--- config.mk ---
export PLATFORM = sky130hd
export DESIGN_NAME = mmio_console
export DESIGN_NICKNAME = d
export VERILOG_FILES = /design/src/rtl/mmio_console.sv
export SDC_FILE = /design/constraint.sdc
export NUM_CORES = 1
export LEC_CHECK = 0
export ABC_AREA = 1
export BUFFER_PORTS_ARGS = -buffer_cell sky130_fd_sc_hd__buf_2
export CAP_MARGIN = 20
export CORE_ASPECT_RATIO = 0.8
export CORE_MARGIN = 2
export CORE_UTILIZATION = 30
export CTS_BUF_LIST = sky130_fd_sc_hd__clkbuf_4
export DETAILED_ROUTE_END_ITERATION = 12
export PLACE_DENSITY = 0.53
export SYNTH_ARGS = -nofsm -noshare
export SYNTH_HDL_FRONTEND = slang
export SYNTH_SLANG_ARGS = --single-unit
--- constraint.sdc ---
create_clock -name clk -period 6.3 [get_ports clk]
set_clock_uncertainty 0.1 [all_clocks]
set_input_delay 1.26 -clock clk [delete_from_list [all_inputs] [get_ports clk]]
set_output_delay 1.26 -clock clk [all_outputs]
set_load 0.05 [all_outputs]
--- src/rtl/mmio_console.sv ---
// Memory-mapped console: a done/exit register and a print register feeding a byte FIFO.
// Writes to the print register stall only when the FIFO is full; reads answer one cycle later.
module mmio_console #(
  parameter int                XLEN       = 32,
  parameter logic [XLEN-1:0]   DONE_ADDR  = 32'h0000_0100,
  parameter logic [XLEN-1:0]   PRINT_ADDR = 32'h0000_0104,
  parameter int                FIFO_DEPTH = 8
) (
  input  logic              clk,
  input  logic              rst_n,
  input  logic              req_valid,
  output logic              req_ready,
  input  logic              req_we,
  input  logic [XLEN-1:0]   req_addr,
  input  logic [XLEN-1:0]   req_wdata,
  input  logic [XLEN/8-1:0] req_wstrb,
  output logic              hit,
  output logic              rsp_valid,
  output logic [XLEN-1:0]   rsp_rdata,
  output logic              char_valid,
  input  logic              char_ready,
  output logic [7:0]        char_data,
  output logic              done,
  output logic [XLEN-1:0]   exit_code
);

  localparam int CW = $clog2(FIFO_DEPTH + 1);
  localparam int PW = $clog2(FIFO_DEPTH);
  localparam logic [CW-1:0] FULL_CNT = CW'(FIFO_DEPTH);

  logic [CW-1:0]   count_q, count_d;
  logic [PW-1:0]   wr_ptr_q, wr_ptr_d;
  logic [PW-1:0]   rd_ptr_q, rd_ptr_d;
  logic            done_q, done_d;
  logic [XLEN-1:0] exit_q, exit_d;
  logic            rsp_valid_q, rsp_valid_d;
  logic [XLEN-1:0] rsp_rdata_q, rsp_rdata_d;
  logic [7:0]      mem_q [FIFO_DEPTH];

  logic is_done, is_print, accept, push, pop;
  logic unused_strb;

  assign unused_strb = ^req_wstrb[XLEN/8-1:1];

  assign is_done  = (req_addr == DONE_ADDR);
  assign is_print = (req_addr == PRINT_ADDR);
  assign hit      = is_done | is_print;

  // Ready looks only at the registered count, so a same-cycle pop never opens a slot.
  assign req_ready = !(req_valid && req_we && is_print && (count_q == FULL_CNT));
  assign accept    = req_valid && req_ready;
  assign push      = accept && req_we && is_print && req_wstrb[0];

  assign char_valid = (count_q != '0);
  assign char_data  = mem_q[rd_ptr_q];
  assign pop        = char_valid && char_ready;

  assign done      = done_q;
  assign exit_code = exit_q;
  assign rsp_valid = rsp_valid_q;
  assign rsp_rdata = rsp_rdata_q;

  always_comb begin
    count_d     = count_q;
    wr_ptr_d    = wr_ptr_q;
    rd_ptr_d    = rd_ptr_q;
    done_d      = done_q;
    exit_d      = exit_q;
    rsp_valid_d = accept && !req_we;
    rsp_rdata_d = '0;

    case ({push, pop})
      2'b10:   count_d = count_q + CW'(1);
      2'b01:   count_d = count_q - CW'(1);
      default: count_d = count_q;
    endcase
    if (push) wr_ptr_d = wr_ptr_q + PW'(1);
    if (pop)  rd_ptr_d = rd_ptr_q + PW'(1);

    // First exit code wins; later done writes are accepted but dropped.
    if (accept && req_we && is_done && !done_q) begin
      done_d = 1'b1;
      exit_d = req_wdata;
    end

    if (accept && !req_we) begin
      if (is_done)       rsp_rdata_d = done_q ? exit_q : '0;
      else if (is_print) rsp_rdata_d = XLEN'(count_q);
    end
  end

  always_ff @(posedge clk or negedge rst_n) begin
    if (!rst_n) begin
      count_q     <= '0;
      wr_ptr_q    <= '0;
      rd_ptr_q    <= '0;
      done_q      <= 1'b0;
      exit_q      <= '0;
      rsp_valid_q <= 1'b0;
      rsp_rdata_q <= '0;
    end else begin
      count_q     <= count_d;
      wr_ptr_q    <= wr_ptr_d;
      rd_ptr_q    <= rd_ptr_d;
      done_q      <= done_d;
      exit_q      <= exit_d;
      rsp_valid_q <= rsp_valid_d;
      rsp_rdata_q <= rsp_rdata_d;
    end
  end

  // Storage is not reset; the count alone decides what is valid.
  always_ff @(posedge clk) begin
    if (push) mem_q[wr_ptr_q] <= req_wdata[7:0];
  end

endmodule

After elaboration in Yosys (flattened, before gate mapping)
Memory sizes are Yosys's and may differ from the RTL's.
Cells that the tools add are included.
{"block": "op_classes", "n_addsub": 4, "eq_ne": 5, "mux": 7, "bitwise_logic": 1, "reduce_logical": 16}
{"op": "$mux W32", "n": 3}
{"op": "$eq A32 B9 Y1 const B", "n": 2}
{"op": "$logic_and A1 B1 Y1", "n": 11}
{"op": "$pmux W4 S2", "n": 1}
{"op": "$add A3 B1 Y3 const B", "n": 2}
{"op": "$add A4 B1 Y4 const B", "n": 1}
{"op": "$eq A4 B4 Y1 const B", "n": 1}
{"op": "$mux W4", "n": 1}
{"op": "$reduce_bool A4 Y1", "n": 1}
{"op": "$sub A4 B1 Y4 const B", "n": 1}
{"op": "$logic_not A1 Y1", "n": 3}
{"op": "$eq A2 B1 Y1 const B", "n": 1}
{"op": "$eq A2 B2 Y1 const B", "n": 1}
{"op": "$mux W1", "n": 2}
{"op": "$reduce_bool A2 Y1", "n": 1}
{"op": "$or A1 B1 Y1", "n": 1}
{"block": "totals", "regBits": 76, "mem_bits_rw": 64, "output_inout_bits": 77, "memories": 1}
{"name": "mem_q", "words": 8, "width": 8, "rd": 1, "rd_clocked_by_memory_dff": 0, "wr": 1, "line": "38", "rtl": "logic [7:0] mem_q [FIFO_DEPTH];"}

Depth between registers and ports, before layout
{"block": "depth", "depth_word": 10, "depth_mapped": 17}

Least setup slack after synthesis
OpenSTA, ideal clock, no wires.
{"block": "synth_path", "kind": "input to output", "start": "in req_addr[12]", "end": "out hit", "arrival_time_ns": 2.799, "slack_ns": 2.141, "cell_stages": 7, "cell_sequence": "inv_1 > nand2_1 > nor2_1 > nand2_1 > inv_2 > nand2_1 > o21ai_0"}
{"block": "synth_via", "elab_chain_len": 2, "elab_cells_between_ends": 3, "classes_between": "2 x eq/ne; 1 x bitwise"}
{"item": "start, declared", "line": "14", "rtl": "input logic [XLEN-1:0] req_addr,"}
{"item": "$eq A32 B9 Y1, on equally long branches", "line": "45, 46"}
{"item": "$or A1 B1 Y1 (*)", "line": "47", "rtl": "assign hit = is_done | is_print;"}
{"item": "end, declared", "line": "17", "rtl": "output logic hit,"}
Every way passes the cells marked *; elsewhere a longest branch is shown, timed or not.

Worst setup path in the final report
{"block": "layout_path", "start": "reg rd_ptr_q[0]", "end": "out char_data[6]"}
{"block": "layout_via", "elab_chain_len": 1}
{"item": "start, declared", "line": "33", "rtl": "logic [PW-1:0] rd_ptr_q, rd_ptr_d;"}
{"item": "start signal, assigned", "line": "104", "rtl": "rd_ptr_q <= rd_ptr_d;"}
{"item": "$mem_v2 Z8 W8"}
{"item": "end, declared", "line": "22", "rtl": "output logic [7:0] char_data,"}
No other way between the ends.

==> flow_metrics.env <==
export IMPL_first_iter_violations=228
export IMPL_grt_pass1_wl_um=23570
export IMPL_dominantRegCellSynth="dfrtp_1"
export IMPL_synth_area_per_cell_um2=10.28
export IMPL_clkLatencyLatePin_ps=550
export IMPL_hold_path_class="reg2reg"
export IMPL_synth_edf_count=64
export IMPL_vias_per_cell=4.349
export IMPL_nFillCells=2039
export IMPL_cts_tree="done"
export IMPL_ff2ff_path_depth=14
export IMPL_rsz0062_at_grt="false"
export IMPL_rows=46
export IMPL_relSlewSlack_pct=31.38
export IMPL_synth_fp_nets=661
export IMPL_drc=0
export IMPL_power_density_nw_per_um2=307.5
export IMPL_cp_cell_sequence="buf_4 > inv_1 > o21ai_0 > o22ai_1 > nor2_1 > a31oi_1 > buf_2"
export IMPL_slowest_delay_ps=790
export IMPL_hold_depth=2
export IMPL_yosys_warnings=0
export IMPL_ys_seq_area_share_pct=63.89
export IMPL_start_util_pct=30.40
export IMPL_routed_wl_um=14460
export IMPL_core_area_um2=19680
export IMPL_numClockSinks=140
export IMPL_hpwl_um=9575
export IMPL_dieArea_um2=21100
export IMPL_synth_area_um2=5984
export IMPL_fmax_mhz=232.9
export IMPL_tns_ps=0
export IMPL_path_class="reg2out"
export IMPL_yosys_cell_types_count=30
export IMPL_ctsResizeCount=0
export IMPL_hold_violations=0
export IMPL_tightestPinTransition_ps=1028
export IMPL_required_ps=4940
export IMPL_start_kind="flip-flop"
export IMPL_place_area_um2=6908
export IMPL_final_area_um2=7152
export IMPL_antenna_left=0
export IMPL_fin_crit_sh_pct=68.16
export IMPL_synth_seq_cells=140
export IMPL_rr_startpoint="count_q[1]$_DFFE_PN0P_"
export IMPL_place_ws_ps=2468
export IMPL_cts_buffers=17
export IMPL_hold_path_end="rsp_rdata[31]$_DFF_PN0_"
export IMPL_reg2reg_to="count_q[3]$_DFFE_PN0P_"
export IMPL_antenna_found_initial=0
export IMPL_worstHoldStart="exit_code[31]$_DFFE_PN0P_"
export IMPL_r2r_slack_ps=3810
export IMPL_yosysTopAreaCellShare_pct=32.11
export IMPL_critical_path_slowest_cell="inv_1"
export IMPL_synth_most_common_cell="nor2_1"
export IMPL_cp_top_family="buffers and inverters"
export IMPL_synth_area_leaders="edfxtp_1 (32%), dfrtp_1 (32%), nor2_1 (8.5%), nand2_1 (4.9%), nor2_2 (4.4%)"
export IMPL_power_mw=2.199
export IMPL_cts_setup_buffers=0
export IMPL_critical_path_buf_inv_count=3
export IMPL_synth_largest_area_cell="edfxtp_1"
export IMPL_insertedDiodeCount=0
export IMPL_track_usage_pct=14.59
export IMPL_layout_nets=804
export IMPL_pin_count=150
export IMPL_num_vias=4358
export IMPL_io_buffers=146
export IMPL_clkTransAtPathRegs_ps=110
export IMPL_outcome="finished, final reports clean"
export IMPL_async_flop_share_pct=54.29
export IMPL_drt_first_pass_iters=4
export IMPL_max_cap_violations=0
export IMPL_die_x_um=161.9
export IMPL_vdd_drop_max_v=0.0002428
export IMPL_grt_pass1_vias=4371
export IMPL_drive_gt1_share_pct=31.57
export IMPL_cts_hold_buf=0
export IMPL_fin_util_pct=36.33
export IMPL_synthTopCellsByCount="nor2_1 (135), nand2_1 (78), dfrtp_1 (76)"
export IMPL_cts_buffer_depth=2
export IMPL_syn_to_final_growth_pct=19.51
export IMPL_arrival_ps=2930
export IMPL_grt_max_degree=77
export IMPL_synth_cells=582
export IMPL_setup_viol=0
export IMPL_p_leak_nw=3.292
export IMPL_place_congestion=0.7148
export IMPL_finalMaxSlewViolations=0
export IMPL_layout_setup_ws_ps=2006
export IMPL_dieHeight_um=130.3
export IMPL_cp_end_kind="output pin"
export IMPL_overflow=0
export IMPL_wl_per_cell_um=14.43
export IMPL_fin_crit_ps=4294
export IMPL_path_max_fanout=34
export IMPL_cts_max_level=4
export IMPL_cts_root_buf="clkbuf_4"
==> cell type report <==
cell class | instances | area, um2 | area share (%)
clock buffer | 19 | 142.6 | 1.994
clock inverter | 13 | 101.3 | 1.417
inverter | 39 | 146.4 | 2.047
multi-input combinational | 379 | 1859 | 26.00
sequential | 140 | 3824 | 53.46
tap | 264 | 330.3 | 4.619
timing repair buffer | 148 | 748.2 | 10.46
==> worst max-delay path by stage <==
stage	from	end	slack (ps)	cells after the start
global placement	req_addr[9]	count_q[3]$_DFFE_PN0P_	2490	18
finish	rd_ptr_q[0]$_DFFE_PN0P_	char_data[6]	2010	7
detailed placement	req_addr[9]	count_q[3]$_DFFE_PN0P_	2470	18
CTS	rd_ptr_q[0]$_DFFE_PN0P_	char_data[3]	1960	7
global route	rd_ptr_q[0]$_DFFE_PN0P_	char_data[0]	1680	7
floorplan	req_addr[12]	hit	2140	7
==> tightest hold or removal path: stages, from the launching register on <==
cell	delay [ps]
dfrtp_1	410
nand2_1	70
nor2_1	40
==> where the power goes <==
group          leakage, nW  internal (mW)  switching, mW
clock network        0.142          0.200          0.329
registers             1.62          0.979         0.0332
logic                 1.53          0.178          0.480
total                 3.29           1.36          0.843
==> flip-flops by register name (all words and copies together), names as in the netlist <==
register   flops
count_q        4
done           1
exit_code     32
mem_q         64
rd_ptr_q       3
rsp_rdata     32
rsp_valid      1
wr_ptr_q       3
==> metrics by stage <==
| step | hold WS (ps) | std cells |
|---|---|---|
| finish | 436.0 | 1002 |
| global route | 457.4 | 1002 |
| CTS | 438.9 | 1002 |
| detailed placement | 414.7 | 970 |
| global placement | 405.8 | 970 |
| floorplan | 377.7 | 582 |
==> placed cells by master (no fill, tap or decap), types with 5 or more instances in the layout <==
cell type / count
edfxtp_1: 64
clkbuf_4: 19
ha_1: 5
nor2_1: 135
o21ai_0: 38
xor2_1: 5
nor3_1: 34
inv_1: 36
a31oi_1: 8
dfrtp_1: 76
nand3_1: 6
nand2_1: 78
buf_2: 145
nor2_2: 42
a21oi_1: 6
o22ai_1: 8
==> kinds of logic after synthesis <==
kind of cell             synth area share, %
AND/OR/NAND/NOR                        23.46
flip-flops                             63.89
buffers and inverters                  5.039
AO/OA/AOI/OAI                          5.352
XOR/XNOR                              0.8781
adder cells (fa/ha/maj)                1.380
==> metal layers <==
layer / up-vias / part of all wire [%] / track usage (%)
met4: 0 / 1.4 / 4.737
li1: 2187 / - / -
met2: 132 / 44 / 22.13
met3: 15 / 8.2 / 5.467
met1: 2024 / 47 / 19.45
met5: - / 0 / 0
No activity file was read; power rests on OpenSTA's default activity.
